### src/rtl/keypad_entry.sv
// 4x4 matrix keypad scanner with frame-based debounce and a 4-digit decimal entry accumulator.
// Output cnt/valid plug straight into the seven-segment display driver.
module keypad_entry #(
  parameter int unsigned SCAN_DIV       = 25000,
  parameter int unsigned DEBOUNCE_SCANS = 4
) (
  input  logic        clk,
  input  logic        rst_n,
  input  logic [3:0]  row,
  output logic [3:0]  col,
  output logic [13:0] cnt,
  output logic        valid,
  output logic [2:0]  digits,
  output logic        key_strb,
  output logic [3:0]  key_code
);

  localparam int unsigned DivW     = $clog2(SCAN_DIV);
  localparam logic [DivW-1:0] DivLast = DivW'(SCAN_DIV - 1);
  localparam logic [3:0] DbTarget  = 4'(DEBOUNCE_SCANS);

  typedef enum logic [1:0] {StIdle, StConfirm, StHeld, StRelease} state_e;

  logic [3:0]      row_meta_q, row_sync_q;
  logic [DivW-1:0] div_q;
  logic [1:0]      col_idx_q;
  logic [1:0]      hits_q;
  logic [3:0]      code_q;
  state_e          state_q, state_d;
  logic [3:0]      dcnt_q, dcnt_d;
  logic [3:0]      cand_q, cand_d;
  logic [13:0]     cnt_q, cnt_d;
  logic            valid_q, valid_d;
  logic [2:0]      digits_q, digits_d;
  logic            strb_q;
  logic [3:0]      key_code_q, key_code_d;

  logic            div_last, frame_end, frame_key, accept;
  logic [3:0]      row_low;
  logic [2:0]      n_low, hit_sum;
  logic [1:0]      hits_next;
  logic [3:0]      code_next;

  function automatic logic [3:0] key_map(input logic [1:0] c, input logic [3:0] low);
    logic [1:0] r;
    r = 2'd0;
    case (low)
      4'b0010: r = 2'd1;
      4'b0100: r = 2'd2;
      4'b1000: r = 2'd3;
      default: r = 2'd0;
    endcase
    case ({c, r})
      4'h0: key_map = 4'h1;
      4'h1: key_map = 4'h4;
      4'h2: key_map = 4'h7;
      4'h3: key_map = 4'h0;
      4'h4: key_map = 4'h2;
      4'h5: key_map = 4'h5;
      4'h6: key_map = 4'h8;
      4'h7: key_map = 4'hF;
      4'h8: key_map = 4'h3;
      4'h9: key_map = 4'h6;
      4'hA: key_map = 4'h9;
      4'hB: key_map = 4'hE;
      4'hC: key_map = 4'hA;
      4'hD: key_map = 4'hB;
      4'hE: key_map = 4'hC;
      default: key_map = 4'hD;
    endcase
  endfunction

  // Row synchroniser; resets to "no key" so the first frame reads idle.
  always_ff @(posedge clk or negedge rst_n) begin
    if (!rst_n) begin
      row_meta_q <= 4'hF;
      row_sync_q <= 4'hF;
    end else begin
      row_meta_q <= row;
      row_sync_q <= row_meta_q;
    end
  end

  assign div_last  = (div_q == DivLast);
  assign frame_end = div_last && (col_idx_q == 2'd3);
  assign col       = ~(4'b0001 << col_idx_q);

  always_ff @(posedge clk or negedge rst_n) begin
    if (!rst_n) begin
      div_q     <= '0;
      col_idx_q <= 2'd0;
    end else if (div_last) begin
      div_q     <= '0;
      col_idx_q <= col_idx_q + 2'd1;
    end else begin
      div_q <= div_q + DivW'(1);
    end
  end

  // Low-row bits are counted across the whole frame, saturating at 2 (MULTI).
  always_comb begin
    row_low   = ~row_sync_q;
    n_low     = {2'b0, row_low[0]} + {2'b0, row_low[1]} + {2'b0, row_low[2]} +
                {2'b0, row_low[3]};
    hit_sum   = {1'b0, hits_q} + n_low;
    hits_next = hits_q;
    code_next = code_q;
    if (div_last) begin
      hits_next = (hit_sum >= 3'd2) ? 2'd2 : hit_sum[1:0];
      if (n_low == 3'd1) code_next = key_map(col_idx_q, row_low);
    end
    frame_key = frame_end && (hits_next == 2'd1);
  end

  always_ff @(posedge clk or negedge rst_n) begin
    if (!rst_n) begin
      hits_q <= 2'd0;
      code_q <= 4'd0;
    end else if (frame_end) begin
      hits_q <= 2'd0;
      code_q <= 4'd0;
    end else begin
      hits_q <= hits_next;
      code_q <= code_next;
    end
  end

  always_comb begin
    state_d = state_q;
    dcnt_d  = dcnt_q;
    cand_d  = cand_q;
    accept  = 1'b0;
    if (frame_end) begin
      case (state_q)
        StIdle: begin
          if (frame_key) begin
            cand_d = code_next;
            dcnt_d = 4'd1;
            if (DbTarget <= 4'd1) begin
              accept  = 1'b1;
              state_d = StHeld;
            end else begin
              state_d = StConfirm;
            end
          end
        end
        StConfirm: begin
          if (frame_key && (code_next == cand_q)) begin
            dcnt_d = dcnt_q + 4'd1;
            if (dcnt_d >= DbTarget) begin
              accept  = 1'b1;
              state_d = StHeld;
            end
          end else begin
            state_d = StIdle;
          end
        end
        StHeld: begin
          if (!frame_key) begin
            dcnt_d  = 4'd1;
            state_d = (DbTarget <= 4'd1) ? StIdle : StRelease;
          end
        end
        StRelease: begin
          if (frame_key) begin
            state_d = StHeld;
          end else begin
            dcnt_d = dcnt_q + 4'd1;
            if (dcnt_d >= DbTarget) state_d = StIdle;
          end
        end
        default: state_d = StIdle;
      endcase
    end
  end

  always_comb begin
    cnt_d      = cnt_q;
    valid_d    = valid_q;
    digits_d   = digits_q;
    key_code_d = key_code_q;
    if (accept) begin
      key_code_d = code_next;
      if (code_next <= 4'd9) begin
        if (valid_q) begin
          cnt_d    = {10'd0, code_next};
          digits_d = 3'd1;
          valid_d  = 1'b0;
        end else if (digits_q < 3'd4) begin
          // cnt*10 + d; at most 999*10+9, so 14 bits never overflow.
          cnt_d    = {cnt_q[10:0], 3'b000} + {cnt_q[12:0], 1'b0} + {10'd0, code_next};
          digits_d = digits_q + 3'd1;
        end
      end else if (code_next == 4'hE) begin
        valid_d = 1'b1;
      end else if (code_next == 4'hC) begin
        cnt_d    = 14'd0;
        digits_d = 3'd0;
        valid_d  = 1'b0;
      end
    end
  end

  always_ff @(posedge clk or negedge rst_n) begin
    if (!rst_n) begin
      state_q    <= StIdle;
      dcnt_q     <= 4'd0;
      cand_q     <= 4'd0;
      cnt_q      <= 14'd0;
      valid_q    <= 1'b0;
      digits_q   <= 3'd0;
      strb_q     <= 1'b0;
      key_code_q <= 4'd0;
    end else begin
      state_q    <= state_d;
      dcnt_q     <= dcnt_d;
      cand_q     <= cand_d;
      cnt_q      <= cnt_d;
      valid_q    <= valid_d;
      digits_q   <= digits_d;
      strb_q     <= accept;
      key_code_q <= key_code_d;
    end
  end

  assign cnt      = cnt_q;
  assign valid    = valid_q;
  assign digits   = digits_q;
  assign key_strb = strb_q;
  assign key_code = key_code_q;

endmodule

### config.mk
export PLATFORM = sky130hd
export DESIGN_NAME = keypad_entry
export DESIGN_NICKNAME = d
export VERILOG_FILES = /design/src/rtl/keypad_entry.sv
export SDC_FILE = /design/constraint.sdc
export NUM_CORES = 1
export LEC_CHECK = 0
export ABC_AREA = 1
export CELL_PAD_IN_SITES_DETAIL_PLACEMENT = 0
export CELL_PAD_IN_SITES_GLOBAL_PLACEMENT = 1
export CORE_MARGIN = 3
export CORE_UTILIZATION = 40
export CTS_BUF_LIST = sky130_fd_sc_hd__clkbuf_4 sky130_fd_sc_hd__clkbuf_8 sky130_fd_sc_hd__clkbuf_16
export CTS_CLUSTER_DIAMETER = 50
export DETAILED_ROUTE_END_ITERATION = 6
export GPL_ROUTABILITY_DRIVEN = 0
export GPL_TIMING_DRIVEN = 0
export PLACE_DENSITY = 0.77
export RECOVER_POWER = 100
export SLEW_MARGIN = 20
export SYNTH_ARGS = -nofsm -noshare
export SYNTH_HDL_FRONTEND = slang
export SYNTH_SLANG_ARGS = --single-unit
export TNS_END_PERCENT = 50
### constraint.sdc
create_clock -name clk -period 9.06 [get_ports clk]
set_input_delay 1.812 -clock clk [delete_from_list [all_inputs] [get_ports clk]]
set_output_delay 1.812 -clock clk [all_outputs]
set_load 0.02 [all_outputs]
# Word-level counts from Yosys, hierarchy flattened

Memories as Yosys holds them, arrays and structs flattened.
Index checks and enable logic that the tools add are counted.

Add/subtract/negate cells: 10
$mul: 0
Div/mod/pow operators: 0
$lt $le $gt $ge: 4
Equal/unequal tests: 21
Shifts and indexed selects: 1
Mux-type cells: 39
Bitwise logic cells: 2
Reductions and logical operators: 11

Operator list:

| cell                                          | number |
|---|---|
| two-way mux 14 bit                            | 5 |
| two-way mux 4 bit                             | 7 |
| two-way mux 2 bit                             | 11 |
| case mux 4 bit (4 select lines)               | 1 |
| adder 15 x 1 -> 15 bit, second input constant | 1 |
| == test 15 bit, second input constant         | 1 |
| two-way mux 15 bit                            | 1 |
| two-way mux 3 bit                             | 5 |
| adder 14 bit                                  | 1 |
| adder 14 x 4 -> 14 bit                        | 1 |
| == test 4 bit, second input constant          | 3 |
| inequality test 2 bit, second input constant  | 5 |
| AND reduction 5 bit                           | 2 |
| NOT 4 bit                                     | 2 |
| case mux 2 bit (4 select lines)               | 1 |
| two-way mux 1 bit                             | 7 |
| == test 2 bit, second input constant          | 3 |
| inequality test 3 bit, second input constant  | 2 |
| case mux 2 bit (3 select lines)               | 1 |
| adder 4 x 1 -> 4 bit, second input constant   | 1 |
| == test 2 x 1 -> 1 bit, second input constant | 2 |
| == test 4 x 2 -> 1 bit, second input constant | 1 |
| == test 4 x 3 -> 1 bit, second input constant | 1 |
| == test 4 bit                                 | 1 |
| 20 further kinds                              | 22 |

Flip-flop bits (word level): 64
Bits in latches: 0
Bits in writable memories: 0
Bits in read-only memories: 64
Input port bits: 6
Logic and storage cells: 103
Memories: 1

Memory list:

| name            | depth | width | rd ports | clocked after memory_dff | wr ports | RTL line | RTL |
|---|---|---|---|---|---|---|---|
| (no name shown) | 16    | 4     | 1        | 0                        | 0        | 53       | `case ({c, r})` |

# Longest topological paths before layout

Gate-level depths: netlist of the first run.
An unclocked memory read counts as a cell.

Word-level depth: 16
Mapped depth: 25
Gate-level depth less buffers: 25

# Worst setup path before layout of the first run

OpenSTA, ideal clock, no wires.

Path kind: register -> register
Start: reg row_sync_q[0]
End: reg cnt_q[12] (netlist: cnt[12])
Setup time: 0.117 ns
Arrival: 3.894 ns
Data required time: 8.943 ns
Slack: 5.049 ns
Cell stages (with the launch flop): 23
Period minus slack after synthesis: 4.011 ns
Path through: dfstp_2 > inv_1 > fa_1 > ha_1 > ha_1 > nor2_1 > nand2_1 > inv_1 > nand3_4 > nand2_2 > nand2_2 > fa_1 > fa_1 > a21oi_1 > o21bai_1 > nand4_1 > nand3_1 > a21oi_1 > o21bai_1 > nor2_1 > nor2_1 > nand3_1 > nand2_1

Elaborated cells between the ends (all ways): 36
Classes of those cells: 5 x add/sub; 2 x order compare; 10 x eq/ne; 13 x mux; 1 x bitwise; 4 x reduce/logical; 1 x memory

RTL lines:

| element                                                        | RTL line | RTL |
|---|---|---|
| from (decl)                                                    | 24       | `logic [3:0] row_meta_q, row_sync_q;` |
| from (signal assigned)                                         | 80       | `row_sync_q <= row_meta_q;` |
| NOT 4 bit *                                                    | 102      | `row_low = ~row_sync_q;` |
| == test 4 bit, or another cell as far along                    | 47       | `case (low)` |
| case mux 2 bit (3 select lines)                                | 47       |  |
| two-way mux 2 bit                                              | 110      | `if (n_low == 3'd1) code_next = key_map(col_idx_q, row_low);` |
| two-way mux 2 bit                                              | 108      | `if (div_last) begin` |
| memory (16 x 4 bit)                                            | n/a      |  |
| two-way mux 4 bit *                                            | 110      |  |
| two-way mux 4 bit *                                            | 108      |  |
| named net code_next[3]                                         | 42       | `logic [3:0] code_next;` |
| branches (longest 6 deep; another with adder 14 x 4 -> 14 bit) | n/a      |  |
| to (signal assigned)                                           | 218      | `cnt_q <= cnt_d;` |
| to (decl)                                                      | 32       | `logic [13:0] cnt_q, cnt_d;` |

Mark *: on every way through the listed nets, which the timed path passes. The select of a mux whose other input is x is not followed.
A chain may end at the register's enable or synchronous reset.

# Worst setup path after layout of the first run

Start: reg row_sync_q[0]
End: reg cnt_q[1] (netlist: cnt[1])

Longest elaborated chain between the ends: 15
Elaborated cells between the ends (all ways): 36
Classes of those cells: 5 x add/sub; 2 x order compare; 10 x eq/ne; 13 x mux; 1 x bitwise; 4 x reduce/logical; 1 x memory

RTL lines:

| element                              | RTL line | RTL |
|---|---|---|
| NOT 4 bit *                          | 102      |  |
| adder 1 x 1 -> 2 bit                 | 103      | `n_low = {2'b0, row_low[0]} + {2'b0, row_low[1]} + {2'b0, row_low[2]} +` |
| adder 2 x 1 -> 3 bit                 | 103      |  |
| adder 3 x 1 -> 3 bit                 | 103      |  |
| adder 2 x 3 -> 3 bit                 | 105      | `hit_sum = {1'b0, hits_q} + n_low;` |
| >= comparator 3 x 2 -> 1 bit         | 109      | `hits_next = (hit_sum >= 3'd2) ? 2'd2 : hit_sum[1:0];` |
| two-way mux 2 bit                    | 109      |  |
| two-way mux 2 bit                    | 108      |  |
| == test 2 x 1 -> 1 bit               | 112      | `frame_key = frame_end && (hits_next == 2'd1);` |
| logical AND 1 bit                    | 112      |  |
| logical AND 1 bit                    | 148      | `if (frame_key && (code_next == cand_q)) begin` |
| two-way mux 1 bit                    | 148      |  |
| two-way mux 1 bit                    | 134      | `case (state_q)` |
| two-way mux 1 bit                    | 133      | `if (frame_end) begin` |
| AND reduction 4 bit (no source line) | n/a      |  |

Every way passes the cells marked *; elsewhere a longest branch is shown, timed or not. The select of a mux whose other input is x is not followed.

==> impl_results.md, run 1 <==
- Status: finished with violations
- Failing checks: capacitance limit, slew limit
- Placed Cells: about 710
- Average cell area after synthesis: between 8 and 9 um2
- Combined area of all synthesized cells: around 4300 um2
- CTS Buffer Depth: 2
- Worst slew pin tran: between 2000 and 2500 ps
- Final wirelength: 9130 um
- Initial DRT Pass Iterations: 4
- Number of synthesized register bits: 64
- Cts hold-fix bufs: 0
- Unrepaired setup endpoints after global routing: no
- # Post-CTS Setup Buffers: 0
- Required time reported for the critical path endpoint: just over 9000 ps
- TritonCTS clock tree: built
- WP data arrival: between 4000 and 5000 ps
- Normalized max-slew margin: -0.571
- Clock transition at the registers of the reported paths: approximately 70 ps
- Total Die Area: 12100 um2
- Final clock period utilization by the worst path: 0.522
- Shortest clock period the worst path allows after layout: 4730 ps
- Via count: 3486
- Final Non-Filler Cells: between 700 and 800
- P per Cell Area: approximately 110 nW/um2
- Number of global-route vias before repair: 3327
- Detailed router's first-iteration violation count: about 160
- Area share of the largest cell type after synthesis: 0.323
- Synthesis warning total: 0
- Clock tree root driver cell: sky130_fd_sc_hd__clkbuf_8
- Final global-route overflow total: 0
- TritonCTS Buffers: 9
- Reg2Reg Launch Point: row_sync_q[0]
- Endpoint of the worst setup timing path: cnt[1]
- Number of maximum-capacitance constraint violations: 1
- Number of placement rows: 37
- Clk Latency, worst-skew pair: approximately 340 ps
- Worst R2R End: cnt[1]
- Count of antenna-violating nets left after detailed routing: 0
- Total power: 550 uW
- Class of the tightest hold or removal check: flop to flop
- Leading cell types by total area after synthesis: sky130_fd_sc_hd__dfrtp_1 32%, sky130_fd_sc_hd__ha_1 11%, sky130_fd_sc_hd__nand2_1 9.9%
- Max Freq: ~210 MHz
- Antenna violations before repair: 0
- Count of fill cells added during filler insertion: 1041
- Final worst-path setup slack: between 4000 and 5000 ps
- Largest vdd supply drop: 60.9 uV
- CP startpoint kind: flop
- Worst setup path startpoint: row_sync_q[0]
- Worst hold path depth: 0
- Slew Viols, Final: 44
- Final number of setup-violating endpoints: 0
- Share of cells above drive strength 1: 0.104
- Worst Hold Margin: around 360 ps
- Number of distinct library cells after synthesis: 44
- Start-to-end type of the worst setup path: flop to flop
- Nets: 631
- Final hold viol count: 0
- Async set or reset register ratio after synthesis: 1.00
- H-tree depth: 3
- Final routed wire length divided by cell count: ~13 um
- Depth of the most critical reg-to-reg path: 18
- Reg-to-reg slack, setup: around 4300 ps
- Number of synthesized flops with an enable pin: 0
- Horizontal die dimension: between 100 and 150 um
- HPWL Detailed: around 7100 um
- Top FF cell, synth: sky130_fd_sc_hd__dfrtp_1
- Cell accounting for the most synthesized area: sky130_fd_sc_hd__dfrtp_1
- Syn Nets: roughly 590
- Fraction of the yosys area taken by sequential cells: 0.371
- Wire length of the first global-routing pass: roughly 16000 um
- Core Region: about 10000 um2
- Signed area change from the synthesized netlist to the final layout: 12.8%
- Total number of clock tree sinks: 64
- Pin count of the biggest net entering global routing: 44
- I/O pin count: 33
- Cts repair resizes: 0
- Largest clock skew in the final design: 10.0 ps
- Number of standard cells after synthesis: 540
- Post-DR vias/cell: approximately 4.8
- CP endpoint kind: flop
- Post-place setup slack: between 4000 and 5000 ps
- Buffers on Ports: 32
- Leakage power: 2.56 nW
- Global routing usage summed across all routing layers: 0.166
- DRC viols: 0
- Initial Util: 0.417
- Setup TNS after final layout: 0 ps
- Antenna fix cells: 0
- Die Ht: between 100 and 150 um
- Maximum net fanout on the critical path: 10
==> routing by layer <==
| metal | global-route usage | vias to the layer above | wire length (um) |
|---|---|---|---|
| met5 | 0 | - | 0 |
| met4 | 0.0449 | 0 | 111 |
| met3 | 0.0303 | 6 | 168 |
| met2 | 0.262 | 34 | 4160 |
| met1 | 0.234 | 1629 | 4700 |
| li1 | - | 1817 | - |
==> cell usage after synthesis (2+ instances only) <==
master	count
sky130_fd_sc_hd__nor2_4	6
sky130_fd_sc_hd__inv_2	4
sky130_fd_sc_hd__xnor2_1	8
sky130_fd_sc_hd__a211oi_1	2
sky130_fd_sc_hd__fa_1	4
sky130_fd_sc_hd__o211ai_1	3
sky130_fd_sc_hd__dfrtp_1	56
sky130_fd_sc_hd__nand2_1	115
sky130_fd_sc_hd__nand2_4	3
sky130_fd_sc_hd__o21ai_0	25
sky130_fd_sc_hd__nor2_1	55
sky130_fd_sc_hd__buf_6	2
sky130_fd_sc_hd__xor2_1	5
sky130_fd_sc_hd__a21oi_1	21
sky130_fd_sc_hd__o21bai_1	2
sky130_fd_sc_hd__ha_1	37
sky130_fd_sc_hd__o21ai_2	4
sky130_fd_sc_hd__nand3_4	3
sky130_fd_sc_hd__o21ai_1	8
sky130_fd_sc_hd__dfstp_2	8
sky130_fd_sc_hd__nor2_2	3
sky130_fd_sc_hd__nand4_1	6
sky130_fd_sc_hd__nor2_8	2
sky130_fd_sc_hd__inv_1	77
sky130_fd_sc_hd__nand2_2	20
sky130_fd_sc_hd__nor3_1	9
sky130_fd_sc_hd__nand3_2	2
sky130_fd_sc_hd__o21a_1	2
sky130_fd_sc_hd__nand3_1	33
==> where the power goes <==
part,internal (mW),switching (mW),total (mW)
sequential,0.289,0.000963,0.290
clock,0.128,0.111,0.238
combinational,0.00660,0.0156,0.0222
total,0.423,0.127,0.550
==> sequential cells by signal, summed over array words and instances, names as in the netlist <==
signal / flops
cand_q: 4
cnt: 14
code_q: 4
col_idx_q: 2
dcnt_q: 4
digits: 3
div_q: 15
hits_q: 2
key_code: 4
key_strb: 1
row_meta_q: 4
row_sync_q: 4
state_q: 2
valid: 1
==> cell families after synthesis <==
logic type / count (synthesis) / synth area share
compound gates: 72 / 0.0954
xor+xnor: 13 / 0.0262
fa+ha+maj: 41 / 0.125
buf+inv: 88 / 0.0824
flops: 64 / 0.371
simple gates: 262 / 0.300
==> cell usage in the layout, fill, tap and decap left out, drive strengths merged, types with 2 or more instances in the layout <==
cell type,synthesis,routed
o21a,2,2
o21ai,37,37
buf,4,2
dlygate4sd3,0,31
a211oi,2,2
xnor2,8,8
nand3b,2,2
nand2,138,138
clkinvlp,0,2
nand3,38,38
nor2,66,66
ha,37,37
clkbuf,1,19
o211ai,3,3
clkinv,1,2
dfstp,8,8
a21oi,21,21
dfrtp,56,56
nor3,10,10
inv,82,81
xor2,5,5
nand4,7,7
fa,4,4
o21bai,2,2
==> worst min-delay path by stage <==
| stage | from | to |
|---|---|---|
| final | row_meta_q[3] | row_sync_q[3] |
| after detailed placement | row_meta_q[3] | row_sync_q[3] |
| after global routing | row_meta_q[2] | row_sync_q[2] |
| after CTS | row_meta_q[3] | row_sync_q[3] |
| after global placement | row_meta_q[3] | row_sync_q[3] |
| after floorplan | row_meta_q[0] | row_sync_q[0] |
==> area by class of cell <==
cell class                 instances  area [um2]  share of cell area
multi-input combinational        388        2260               0.462
clock inverter                     2        12.5             0.00256
timing repair buffer              33         318              0.0649
inverter                          83         318              0.0649
buffer                             5        23.8             0.00486
sequential                        64        1610               0.329
clock buffer                      14         180              0.0368
tap                              136         170              0.0348
==> worst max-delay path, cell delays in order (launching register included) <==
cell and delay [ps]:
sky130_fd_sc_hd__dfstp_1 560, sky130_fd_sc_hd__inv_1 70, sky130_fd_sc_hd__fa_1 480, sky130_fd_sc_hd__ha_1 310, sky130_fd_sc_hd__ha_1 220, sky130_fd_sc_hd__fa_1 460
sky130_fd_sc_hd__a21oi_1 110, sky130_fd_sc_hd__o21ai_0 110, sky130_fd_sc_hd__nor2_1 130, sky130_fd_sc_hd__inv_1 100, sky130_fd_sc_hd__nor2_1 230, sky130_fd_sc_hd__nand3_2 90
sky130_fd_sc_hd__nor2_1 190, sky130_fd_sc_hd__nand4_1 270, sky130_fd_sc_hd__nor2_1 490, sky130_fd_sc_hd__clkinvlp_2 230, sky130_fd_sc_hd__clkbuf_1 330, sky130_fd_sc_hd__nand2_2 120
sky130_fd_sc_hd__o21ai_0 90
==> through the flow <==
stage               cell area (um2)  utilization
finish                         4890        0.470
detailed placement             4860        0.466
floorplan                      4340            -
global route                   4890        0.470
global placement               4830        0.464
CTS                            5050        0.485
Note: power is estimated with default switching activity, not from simulation.
==> run 2: changes to the inputs <==
--- a/config.mk
+++ b/config.mk
@@ -15,7 +15,7 @@
 export DETAILED_ROUTE_END_ITERATION = 6
 export GPL_ROUTABILITY_DRIVEN = 0
 export GPL_TIMING_DRIVEN = 0
-export PLACE_DENSITY = 0.77
+export PLACE_DENSITY = 0.8
 export RECOVER_POWER = 100
 export SLEW_MARGIN = 20
 export SYNTH_ARGS = -nofsm -noshare
==> constraint.sdc (replaced) <==
create_clock -name clk -period 4.18 [get_ports clk]
set_input_delay 0.836 -clock clk [delete_from_list [all_inputs] [get_ports clk]]
set_output_delay 0.836 -clock clk [all_outputs]
set_load 0.02 [all_outputs]
==> impl_results.md, run 2 (synthesized netlist as in run 1, its figures left out) <==
- Part of the total power dissipated in the clock network: 0.426 (-0.007)
- Number of flip-flops in the largest register: 15 (unchanged)
- Largest clock skew in the final design: 6.17 ps (-3.86 ps)
- Failing checks: capacitance limit, slew limit
- I/O pin count: 33 (unchanged)
- Combinational cell fraction of total power: 0.056 (+0.016)
- Final hold viol count: 0 (unchanged)
- Leakage power: 2.60 nW (+1.5%)
- Antenna violations before repair: 0 (unchanged)
- Power Internal: 920 uW (+120%)
- Most used cells in the layout excluding fill and tap cells: 114 x sky130_fd_sc_hd__nand2_1, 76 x sky130_fd_sc_hd__inv_1, 56 x sky130_fd_sc_hd__dfrtp_1
- Leading cell type in the layout, fill and taps excluded: sky130_fd_sc_hd__nand2_1
- Unrepaired setup endpoints after global routing: yes
- Max Freq: 242 MHz (+15%)
- Nets: 642 (+1.7%)
- Pin count of the biggest net entering global routing: 45 (+2.3%)
- Final clock period utilization by the worst path: 0.988 (+0.465)
- Share of cells above drive strength 1: 0.182 (+0.0781)
- Via count: 3555 (+2.0%)
- CP endpoint kind: flop
- Count of antenna-violating nets left after detailed routing: 0 (unchanged)
- Clk Latency, worst-skew pair: 350 ps (about the same)
- Core Region: 10400 um2 (unchanged)
- Detailed router's first-iteration violation count: 214 (+36%)
- Signed area change from the synthesized netlist to the final layout: 20.4%
- Clock tree root driver cell: sky130_fd_sc_hd__clkbuf_8
- Horizontal die dimension: 110 um (unchanged)
- Global routing usage summed across all routing layers: 0.174 (+0.00757)
- DRC viols: 0 (unchanged)
- Area post-placement: 4860 um2 (unchanged)
- P per Cell Area: 232 nW/um2 (+110%)
- Final core utilization: 0.502 (+0.0316)
- Initial DRT Pass Iterations: 4 (unchanged)
- Initial Util: 0.417 (unchanged)
- Final number of setup-violating endpoints: 0 (unchanged)
- Final global-route overflow total: 0 (unchanged)
- TritonCTS clock tree: built
- Reg power frac: 0.518 (-0.009)
- Antenna fix cells: 0 (unchanged)
- HPWL Detailed: 6940 um (-1.8%)
- Normalized max-slew margin: -0.356 (+0.215)
- Number of maximum-capacitance constraint violations: 1 (unchanged)
- Largest vdd supply drop: 158 uV (+160%)
- Final routed wire length divided by cell count: 12.8 um (+1.5%)
- Fin area: 5220 um2 (+6.7%)
- Maximum net fanout on the critical path: 4 (-6)
- Clock transition at the registers of the reported paths: 70 ps (about the same)
- Wire length of the first global-routing pass: 16500 um (+3.3%)
- TritonCTS Buffers: 9 (unchanged)
- Number of global-route vias before repair: 3533 (+6.2%)
- Top register by number of flip-flops: div_q
- Number of placement rows: 37 (unchanged)
- Required time reported for the critical path endpoint: 4420 ps (-4850 ps)
- Post-DR vias/cell: 4.83 (+0.46%)
- Slew Viols, Final: 45 (+2.3%)
- Total number of clock tree sinks: 64 (unchanged)
- Start-to-end type of the worst setup path: flop to flop
- Total Die Area: 12100 um2 (unchanged)
- Worst slew pin tran: 2030 ps (-323 ps)
- Final wirelength: 9410 um (+3.1%)
- CP startpoint kind: flop
- WP data arrival: 4370 ps (-570 ps)
- Switching part of the total: 0.240 (+0.00926)
- Die Ht: 110 um (unchanged)
- Shortest clock period the worst path allows after layout: 4130 ps (-603 ps)
- Buffers on Ports: 32 (unchanged)
- CTS Buffer Depth: 2 (unchanged)
- H-tree depth: 3 (unchanged)
- Switching Power: 291 uW (+130%)
- Status: finished with violations
- Class of the tightest hold or removal check: flop to flop
run 2: changes by cell type in the layout (fill, tap and decap cells not counted), sizes merged:
cell | previous run | this run
inv | 81 | 82
clkinv | 2 | 4
dlymetal6s4s | 0 | 1
dlygate4sd3 | 31 | 4
clkinvlp | 2 | 0
buf | 2 | 15
clkdlybuf4s50 | 0 | 27
clkbuf | 19 | 15
run 2: per-layer routing:
layer  track usage  vias to the layer above  wire length, um
met2         0.268                       44             4370
met4        0.0598                        0               99
met3        0.0390                        9              322
met5             0                        -                0
li1              -                     1842                -
met1         0.240                     1660             4620
run 2: final cells by class:
| type | count | area (um2) |
|---|---|---|
| Timing Repair Buffer | 44 | 413 |
| Fill cell | 1010 | 5190 |
| Inverter | 83 | 319 |
| Clock inverter | 3 | 15.0 |
| Buffer | 5 | 38.8 |
| Sequential cell | 64 | 1610 |
| Tap cell | 136 | 170 |
| Clock buffer | 13 | 173 |
| Multi-Input combinational cell | 388 | 2480 |
run 2: final timing paths:
check / start / to / slack, ps / cells after the start
worst max-delay path: row_sync_q[3] / cnt[12] / 50 / 22
worst min-delay path: row_meta_q[3] / row_sync_q[3] / 360 / 0
worst max register to register: row_sync_q[3] / cnt[12] / 50 / 22
worst min register to register: row_meta_q[3] / row_sync_q[3] / 360 / 0
max in group asynchronous: rst_n / cnt[7] / 880 / 2
min in group asynchronous: rst_n / col_idx_q[1] / 690 / 1
run 2: stage by stage:
| step | power (mW) | cells | hold slack (ps) | setup slack [ps] | setup TNS [ps] |
|---|---|---|---|---|---|
| after global routing | 1.27 | 736 | 365 | -152 | -206 |
| final | 1.21 | 736 | 358 | 51.0 | 0 |
| after global placement | 0.690 | 708 | 348 | -247 | -477 |
| after floorplan | 0.667 | 540 | 345 | 169 | 0 |
| after CTS | 1.22 | 728 | 358 | -1.32 | -1.32 |
| after detailed placement | 0.694 | 709 | 348 | -238 | -460 |
run 2: power by group through the flow:
stage               Clock, mW  Sequential (mW)  Combinational [mW]
floorplan                   0            0.639              0.0273
global placement            0            0.640              0.0504
detailed placement          0            0.640              0.0546
CTS                     0.535            0.628              0.0606
global route            0.561            0.628              0.0775
finish                  0.516            0.628              0.0678
run 2: worst max-delay path, stage by stage (launching register included):
cell and delay, ps:
sky130_fd_sc_hd__dfstp_2 550, sky130_fd_sc_hd__inv_2 50, sky130_fd_sc_hd__fa_1 540, sky130_fd_sc_hd__ha_2 200
sky130_fd_sc_hd__ha_4 210, sky130_fd_sc_hd__nor2_4 100, sky130_fd_sc_hd__nand2_2 60, sky130_fd_sc_hd__inv_2 90
sky130_fd_sc_hd__buf_6 110, sky130_fd_sc_hd__nand3_4 80, sky130_fd_sc_hd__nand2_4 110, sky130_fd_sc_hd__fa_2 470
sky130_fd_sc_hd__fa_2 420, sky130_fd_sc_hd__a21oi_2 160, sky130_fd_sc_hd__o21bai_2 110, sky130_fd_sc_hd__nand4_1 120
sky130_fd_sc_hd__nand3_2 100, sky130_fd_sc_hd__a21oi_2 150, sky130_fd_sc_hd__o21bai_1 100, sky130_fd_sc_hd__nor2_1 110
sky130_fd_sc_hd__nor2_1 50, sky130_fd_sc_hd__nand3_1 80, sky130_fd_sc_hd__nand2_1 50
run 2: repair_timing:
action                     CTS  global route
setup endpoints to repair    4             6
gates cloned                 0             0
pin swaps                    5            15
hold buffers                 0             0
buffers inserted             3             8
gates resized for setup     11            15
